`src/rtl/spi_pkg.sv`:
```
// Shared definitions for the SPI slave: controller states and the four
// SPI modes encoded as {CPOL,CPHA}.
package spi_pkg;

  typedef enum logic [1:0] {
    WAIT_CS_HIGH,
    IDLE,
    ACTIVE
  } spi_state_e;

  localparam logic [1:0] MODE0 = 2'b00;
  localparam logic [1:0] MODE1 = 2'b01;
  localparam logic [1:0] MODE2 = 2'b10;
  localparam logic [1:0] MODE3 = 2'b11;

endpackage

```
`src/rtl/spi_input_sync.sv`:
```
// Multi-stage synchroniser for one asynchronous SPI pin, with rise/fall
// detection against the previous synchronised value.
module spi_input_sync #(
  parameter int STAGES  = 2,
  parameter bit RST_VAL = 1'b0
) (
  input  logic clk,
  input  logic reset,
  input  logic din,
  output logic dout,
  output logic rise,
  output logic fall
);

  logic [STAGES-1:0] chain;
  logic              prev;

  always_ff @(posedge clk) begin
    if (!reset) begin
      chain <= {STAGES{RST_VAL}};
      prev  <= RST_VAL;
    end else begin
      chain <= {chain[STAGES-2:0], din};
      prev  <= chain[STAGES-1];
    end
  end

  assign dout = chain[STAGES-1];
  assign rise = dout & ~prev;
  assign fall = ~dout & prev;

endmodule

```
`src/rtl/spi_slave_param.sv`:
```
// Oversampled SPI slave: synchronised pins, all four modes, MSB/LSB-first,
// multi-word bursts with a one-word transmit holding register.
module spi_slave_param
  import spi_pkg::*;
#(
  parameter int DATA_WIDTH  = 8,
  parameter bit CPOL        = 1'b0,
  parameter bit CPHA        = 1'b0,
  parameter bit MSB_FIRST   = 1'b1,
  parameter int SYNC_STAGES = 2
) (
  input  logic                  clk,
  input  logic                  reset,
  input  logic                  SCLK,
  input  logic                  CS,
  input  logic                  MOSI,
  output logic                  MISO,
  input  logic [DATA_WIDTH-1:0] txData,
  input  logic                  txValid,
  output logic                  txReady,
  output logic [DATA_WIDTH-1:0] rxData,
  output logic                  rxValid,
  output logic                  busy,
  output logic                  txUnderrun,
  output logic                  frameError
);

  localparam int         CW         = $clog2(DATA_WIDTH);
  localparam logic [1:0] MODE       = {CPOL, CPHA};
  localparam bit         IDLE_HIGH  = (MODE == MODE2) || (MODE == MODE3);
  localparam bit         SHIFT_LEAD = (MODE == MODE1) || (MODE == MODE3);

  logic sclk_level_unused, sclk_rise, sclk_fall;
  logic cs_s, cs_rise, cs_fall;
  logic mosi_s;
  logic [1:0] mosi_edges_unused;

  spi_input_sync #(.STAGES(SYNC_STAGES), .RST_VAL(CPOL)) u_sync_sclk (
    .clk(clk), .reset(reset), .din(SCLK),
    .dout(sclk_level_unused), .rise(sclk_rise), .fall(sclk_fall)
  );

  // CS resets low so a frame already in progress at reset is never joined.
  spi_input_sync #(.STAGES(SYNC_STAGES), .RST_VAL(1'b0)) u_sync_cs (
    .clk(clk), .reset(reset), .din(CS),
    .dout(cs_s), .rise(cs_rise), .fall(cs_fall)
  );

  spi_input_sync #(.STAGES(SYNC_STAGES), .RST_VAL(1'b0)) u_sync_mosi (
    .clk(clk), .reset(reset), .din(MOSI),
    .dout(mosi_s), .rise(mosi_edges_unused[0]), .fall(mosi_edges_unused[1])
  );

  spi_state_e            state;
  logic [CW-1:0]         bit_cnt;
  logic [DATA_WIDTH-1:0] rx_sr, tx_sr, hold_reg, next_word, rx_shifted;
  logic                  hold_full, miso_reg;
  logic                  lead_edge, trail_edge, sample_edge, shift_edge;
  logic                  wrap, word_start, accept;

  function automatic logic first_bit(input logic [DATA_WIDTH-1:0] w);
    return MSB_FIRST ? w[DATA_WIDTH-1] : w[0];
  endfunction

  function automatic logic [DATA_WIDTH-1:0] shift_out(input logic [DATA_WIDTH-1:0] w);
    return MSB_FIRST ? {w[DATA_WIDTH-2:0], 1'b0} : {1'b0, w[DATA_WIDTH-1:1]};
  endfunction

  assign lead_edge   = IDLE_HIGH ? sclk_fall : sclk_rise;
  assign trail_edge  = IDLE_HIGH ? sclk_rise : sclk_fall;
  assign sample_edge = SHIFT_LEAD ? trail_edge : lead_edge;
  assign shift_edge  = SHIFT_LEAD ? lead_edge : trail_edge;
  assign wrap        = (bit_cnt == CW'(DATA_WIDTH - 1));
  assign word_start  = ((state == IDLE) && cs_fall) ||
                       ((state == ACTIVE) && !cs_rise && sample_edge && wrap);
  assign accept      = txValid && !hold_full;
  assign next_word   = hold_full ? hold_reg : '0;
  assign rx_shifted  = MSB_FIRST ? {rx_sr[DATA_WIDTH-2:0], mosi_s}
                                 : {mosi_s, rx_sr[DATA_WIDTH-1:1]};

  always_ff @(posedge clk) begin
    if (!reset) begin
      state      <= WAIT_CS_HIGH;
      bit_cnt    <= '0;
      rx_sr      <= '0;
      tx_sr      <= '0;
      hold_reg   <= '0;
      hold_full  <= 1'b0;
      miso_reg   <= 1'b0;
      rxData     <= '0;
      rxValid    <= 1'b0;
      txUnderrun <= 1'b0;
      frameError <= 1'b0;
    end else begin
      rxValid    <= 1'b0;
      txUnderrun <= 1'b0;
      frameError <= 1'b0;
      // A load and a write in the same cycle: load sees the old contents.
      hold_full  <= (hold_full && !word_start) || accept;
      if (accept) hold_reg <= txData;
      if (word_start) txUnderrun <= !hold_full;

      case (state)
        WAIT_CS_HIGH: if (cs_s) state <= IDLE;
        IDLE:         if (cs_fall) state <= ACTIVE;
        ACTIVE: begin
          if (cs_rise) begin
            state      <= IDLE;
            frameError <= (bit_cnt != '0);
            bit_cnt    <= '0;
            rx_sr      <= '0;
            miso_reg   <= 1'b0;
          end else begin
            if (sample_edge) begin
              rx_sr   <= rx_shifted;
              bit_cnt <= wrap ? '0 : bit_cnt + 1'b1;
              if (wrap) begin
                rxData  <= rx_shifted;
                rxValid <= 1'b1;
              end
            end
            // In CPHA=0 the trailing edge after a word's last sample must not
            // shift: the next word's first bit is already on MISO.
            if (shift_edge && (SHIFT_LEAD || bit_cnt != '0)) begin
              miso_reg <= first_bit(tx_sr);
              tx_sr    <= shift_out(tx_sr);
            end
          end
        end
        default: state <= WAIT_CS_HIGH;
      endcase

      if (word_start) begin
        if (SHIFT_LEAD) begin
          tx_sr <= next_word;
        end else begin
          miso_reg <= first_bit(next_word);
          tx_sr    <= shift_out(next_word);
        end
      end
    end
  end

  assign MISO    = miso_reg;
  assign txReady = !hold_full;
  assign busy    = (state == ACTIVE);

endmodule
```
`config.mk`:
```
export PLATFORM = sky130hd
export DESIGN_NAME = spi_slave_param
export DESIGN_NICKNAME = d
export VERILOG_FILES = /design/src/rtl/spi_pkg.sv /design/src/rtl/spi_input_sync.sv /design/src/rtl/spi_slave_param.sv
export SDC_FILE = /design/constraint.sdc
export NUM_CORES = 1
export LEC_CHECK = 0
export ABC_CLOCK_PERIOD_IN_PS = 1800
export CORE_ASPECT_RATIO = 1.75
export CORE_UTILIZATION = 35
export DETAILED_ROUTE_END_ITERATION = 10
export DONT_BUFFER_PORTS = 1
export RECOVER_POWER = 100
export SETUP_SLACK_MARGIN = 0.05
export SKIP_CTS_REPAIR_TIMING = 1
export SLEW_MARGIN = 25
export SYNTH_ARGS = -nofsm -noshare
export SYNTH_HDL_FRONTEND = slang
export SYNTH_HIERARCHICAL = 1
export SYNTH_SLANG_ARGS = --single-unit
```
`constraint.sdc`:
```
create_clock -name clk -period 1.8 [get_ports clk]
set_clock_uncertainty 0.2 [all_clocks]
set_input_delay 0.54 -clock clk [delete_from_list [all_inputs] [get_ports clk]]
set_output_delay 0.54 -clock clk [all_outputs]
set_load 0.05 [all_outputs]
```
After elaboration in Yosys (flattened, before gate mapping)
Index checks and enable logic that the tools add are counted.
{ "word_totals": {"output_inout_bits": 14, "input_bits": 14, "regBits": 48, "latchBits": 0, "ramBits": 0, "romBits": 0, "word_cells": 81, "memories": 0} }
{ "op_classes": {"n_mux": 19, "shifts": 0, "div_mod_pow": 0, "addsub": 1, "reduce_logical": 26, "n_eq_ne": 7, "mul": 0, "n_bitwise": 12, "n_lt_le_gt_ge": 0} }
{ "ops": {"columns": ["op", "count"], "rows": [
  ["two-way mux 8 bit", 5],
  ["two-way mux 7 bit", 2],
  ["two-way mux 3 bit", 3],
  ["AND reduction 3 bit", 3],
  ["NOT 1 bit", 8],
  ["logical AND 1 bit", 7],
  ["two-way mux 2 bit", 3],
  ["!= test 2 x 1 -> 1 bit, second input constant", 3],
  ["one-hot mux 2 bit (3 select lines)", 1],
  ["AND reduction 2 bit", 3],
  ["nonzero test 2 bit", 3],
  ["nonzero test 3 bit", 2],
  ["two-way mux 1 bit", 5],
  ["AND 1 bit", 4],
  ["AND reduction 4 bit", 1],
  ["OR reduction 4 bit", 1],
  ["adder 3 x 1 -> 3 bit, second input constant", 1],
  ["equality test 3 bit, second input constant", 1],
  ["zero test 1 bit", 3],
  ["equality test 2 x 1 -> 1 bit, second input constant", 1],
  ["equality test 2 bit, second input constant", 1],
  ["zero test 2 bit", 1],
  ["logical OR 1 bit", 2],
  ["!= test 2 bit, second input constant", 1]
]} }

Logic depth before layout (Yosys ltp)
{ "depth": {"depth_word": 10, "depth_mapped": 7, "ltp_nobuf": 6} }

Cells and area by module
The synthesis kept the hierarchy.
{ "by_module_without_submodules": {"columns": ["module", "seq_area_each_um2", "area_each_um2", "cells_each", "n_inst"], "rows": [
  ["spi_slave_param", 800.8, 1650.3, 178, 1],
  ["spi_input_sync", 60.1, 91.3, 8, 3]
]} }

Least setup slack after synthesis
No wires, ideal clock.
{ "synth_path": {"kind": "reg-to-reg", "start": "register u_sync_cs.chain[1]", "end": "register tx_sr[1]", "required_ns": 1.533, "setup_slack_ns": 0.017, "arrival_ns": 1.516, "n_path_buf": 2, "stages_incl_launch_ff": 8, "setup_time_ns": 0.067, "cell_sequence": "dfxtp_1 -> nor2b_1 -> nor4bb_2 -> buf_6 -> a21boi_4 -> buf_6 -> nand3_2 -> a21oi_2"} }
{ "synth_between": {"elab_chain_cells": 8} }
{ "synth_lines": {"columns": ["element", "line_no", "rtl"], "rows": [
  ["from (decl)", "spi_input_sync.sv:15", "logic [STAGES-1:0] chain;"],
  ["from (signal assigned)", "spi_input_sync.sv:20", "chain <= {STAGES{RST_VAL}};"],
  ["from (signal assigned)", "spi_input_sync.sv:23", "chain <= {chain[STAGES-2:0], din};"],
  ["AND 1 bit *", "spi_input_sync.sv:29", "assign rise = dout & ~prev;"],
  ["named net cs_rise", "spi_slave_param.sv:34", "logic cs_s, cs_rise, cs_fall;"],
  ["zero test 1 bit", "spi_slave_param.sv:75", "((state == ACTIVE) && !cs_rise && sample_edge && wrap);"],
  ["logical AND 1 bit (3 in series)", "spi_slave_param.sv:75", null],
  ["logical OR 1 bit", "spi_slave_param.sv:74", "assign word_start = ((state == IDLE) && cs_fall) ||"],
  ["!= test 2 x 1 -> 1 bit (no source line) or nonzero test 2 bit (tied branches)", null, null],
  ["AND reduction 3 bit (no source line)", null, null],
  ["to (signal assigned)", "spi_slave_param.sv:126", "tx_sr <= shift_out(tx_sr);"],
  ["to (signal assigned)", "spi_slave_param.sv:135", "tx_sr <= next_word;"],
  ["to (signal assigned)", "spi_slave_param.sv:138", "tx_sr <= shift_out(next_word);"],
  ["to (decl)", "spi_slave_param.sv:56", "logic [DATA_WIDTH-1:0] rx_sr, tx_sr, hold_reg, next_word, rx_shifted;"]
]} }
Mark *: on every way through the listed nets, which the timed path passes. The rest lies on a longest branch.
A chain may end at the register's enable or synchronous reset.

Worst setup path after layout
{ "layout_path": {"start": "register state[0]", "end": "output busy"} }
{ "layout_between": {"elab_chain_cells": 1} }
{ "layout_lines": {"columns": ["element", "line_no", "rtl"], "rows": [
  ["from (decl)", "spi_slave_param.sv:54", "spi_state_e state;"],
  ["from (signal assigned)", "spi_slave_param.sv:83", "state <= WAIT_CS_HIGH;"],
  ["from (signal assigned)", "spi_slave_param.sv:104", "WAIT_CS_HIGH: if (cs_s) state <= IDLE;"],
  ["from (signal assigned)", "spi_slave_param.sv:105", "IDLE: if (cs_fall) state <= ACTIVE;"],
  ["equality test 2 bit", "spi_slave_param.sv:146", "assign busy = (state == ACTIVE);"],
  ["to (decl)", "spi_slave_param.sv:23", "output logic busy,"]
]} }
Every way passes these cells.

==> impl_metrics.yaml <==
status:
  status: "complete, but fails checks"
  violations: "design-rule violations"
power_and_ir_drop:
  leakage_nw: 0.9305
  irDropWorstVdd_mv: 0.3946
  p_total_mw: 2.009
  p_per_area_nw_per_um2: 884.6
timing:
  slew_headroom: 0.6516
  fmax_ghz: 0.5710
  period_share: 0.9729
  drv_slew: 0
  period_needed_ps: 1751
  setup_violations: 0
  tightestPinTransition_ps: 522.0
  hold_viol: 0
  rsz0062_at_grt: "true"
yosys:
  synth_fp_nets: 215
  postSynthCellCount: 198
  synth_warnings: 6
  avgSynthCellArea_um2: 9.523
  syn_area_um2: 1886
place:
  dp_hpwl_um: 2469
  post_dp_cell_area_um2: 2051
  io_buffers: 0
  placed_cells: 261
  routabilityCongestion: 0.6581
clock_network:
  cts_buffers: 5
  clock_latency_ps: 300
  clk_pin_slew_worst_paths_ps: 90
  clock_path_buffers: 2
  cts_tree: "built"
  clockRootBuffer: "clkbuf_8"
  cts_sinks: 48
  htreeDepth: 2
final_layout:
  design_area_um2: 2271
  area_delta_synth_final_pct: 20.44
  fin_nets: 236
  nFillCells: 515
  drive_gt1_frac: 0.2455
  multi_input_area_um2: 850.8
  final_cell_count_no_fill: 275
  regArea_um2: 965.9
  num_antenna_cells: 0
routing:
  viasPerCell: 5.222
  antenna_left: 0
  routedWlPerCell_um: 13.67
  drt_pass1_iterations: 7
  routed_wirelength_um: 3759
  vias: 1436
  drt_iter0_markers: 40
  drc: 2
global_routing:
  grt_max_degree: 39
  grt_first_pass_wirelength_um: 5913
  grt.overflow.total: 0
  grt.total_usage: 0.1364
  antenna_found_initial: 0
  grt_pass1_vias: 1309
hold_path:
  hp-class: "in -> reg"
  min_from: "reset"
setup_path:
  max_stage_delay_ps: 380
  cp.arrival_ps: 1010
  start_kind: "flip-flop"
  crit_fanout: 4
  path_class: "reg -> out"
  worstPathCellList: "nand2b_4 -> inv_4 -> buf_8"
  worstReg2RegStart: "u_sync_cs/chain[1]"
  startpoint: "state[0]"
  crit_path_end_kind: "output pin"
  cpMaxStageDelayCell: "dfxtp_2"
  crit_required_ps: 1060
die:
  row_count: 35
  core_area_um2: 5211
  die_y_um: 99.10
  fp.dieW_um: 57.49
  initial_core_util: 0.3618
  die-area_um2: 5696
  ios: 28
run:
  cap_violations: 0
-- cells in the final DEF (no fill, tap or decap), types with 2 or more instances in the layout --
cell type,instances
dfxtp_2,4
and2_1,8
buf_4,7
nand3_1,9
mux2i_1,7
nand2_1,27
clkbuf_2,5
buf_8,3
nor2_1,13
inv_1,6
buf_6,5
buf_12,2
nand3b_1,2
o21ai_0,2
nor2b_1,4
clkbuf_8,6
a22oi_1,9
dfxtp_1,44
a211oi_2,5
a21oi_1,26
-- final timing paths --
path	slack, ps	to	cells past startpoint
max	50	busy	3
min	150	u_sync_mosi/chain[1]	1
max reg2reg	90	tx_sr[1]	7
min reg2reg	230	u_sync_mosi/chain[1]	1
-- power breakdown --
| group | switching (mW) | internal [mW] | leakage (nW) |
|---|---|---|---|
| Sequential | 0.0121 | 1.08 | 0.392 |
| Combinational | 0.0557 | 0.0325 | 0.477 |
| Clock | 0.370 | 0.454 | 0.0614 |
-- per-stage QoR --
step | TNS [ps] | setup WS [ps] | utilization | hold slack, ps
final | 0 | 48.76 | 0.4358 | 153.9
after global routing | 0 | 10.03 | 0.4358 | 144.5
after CTS | -250.2 | -141.5 | 0.4168 | 145.4
after detailed placement | -40.02 | -40.02 | 0.3935 | 222.6
after global placement | 0 | 9.898 | 0.3935 | 219.5
after floorplan | 0 | 76.04 | - | 211.8
-- metal layers --
layer  GRT usage  routed length [µm]
met1      0.1416                1465
met2      0.2406                2008
met3     0.03511                 159
met4     0.07880                 126
met5           0                   0
-- layout make-up --
| type | count | share of cell area |
|---|---|---|
| Tap cell | 55 | 0.03030 |
| Multi-Input combinational cell | 132 | 0.3747 |
| Timing Repair Buffer | 25 | 0.1036 |
| Clock inverter | 2 | 0.01708 |
| Clock buffer | 6 | 0.03636 |
| Inverter | 7 | 0.01267 |
| Sequential cell | 48 | 0.4253 |
-- worst max-delay path, delay by kind of cell, from the launching register on --
family,cells,cell delay [ps]
buf+inv,2,180
flops,1,380
simple gates,1,160
(Power assumes the default switching activity.)
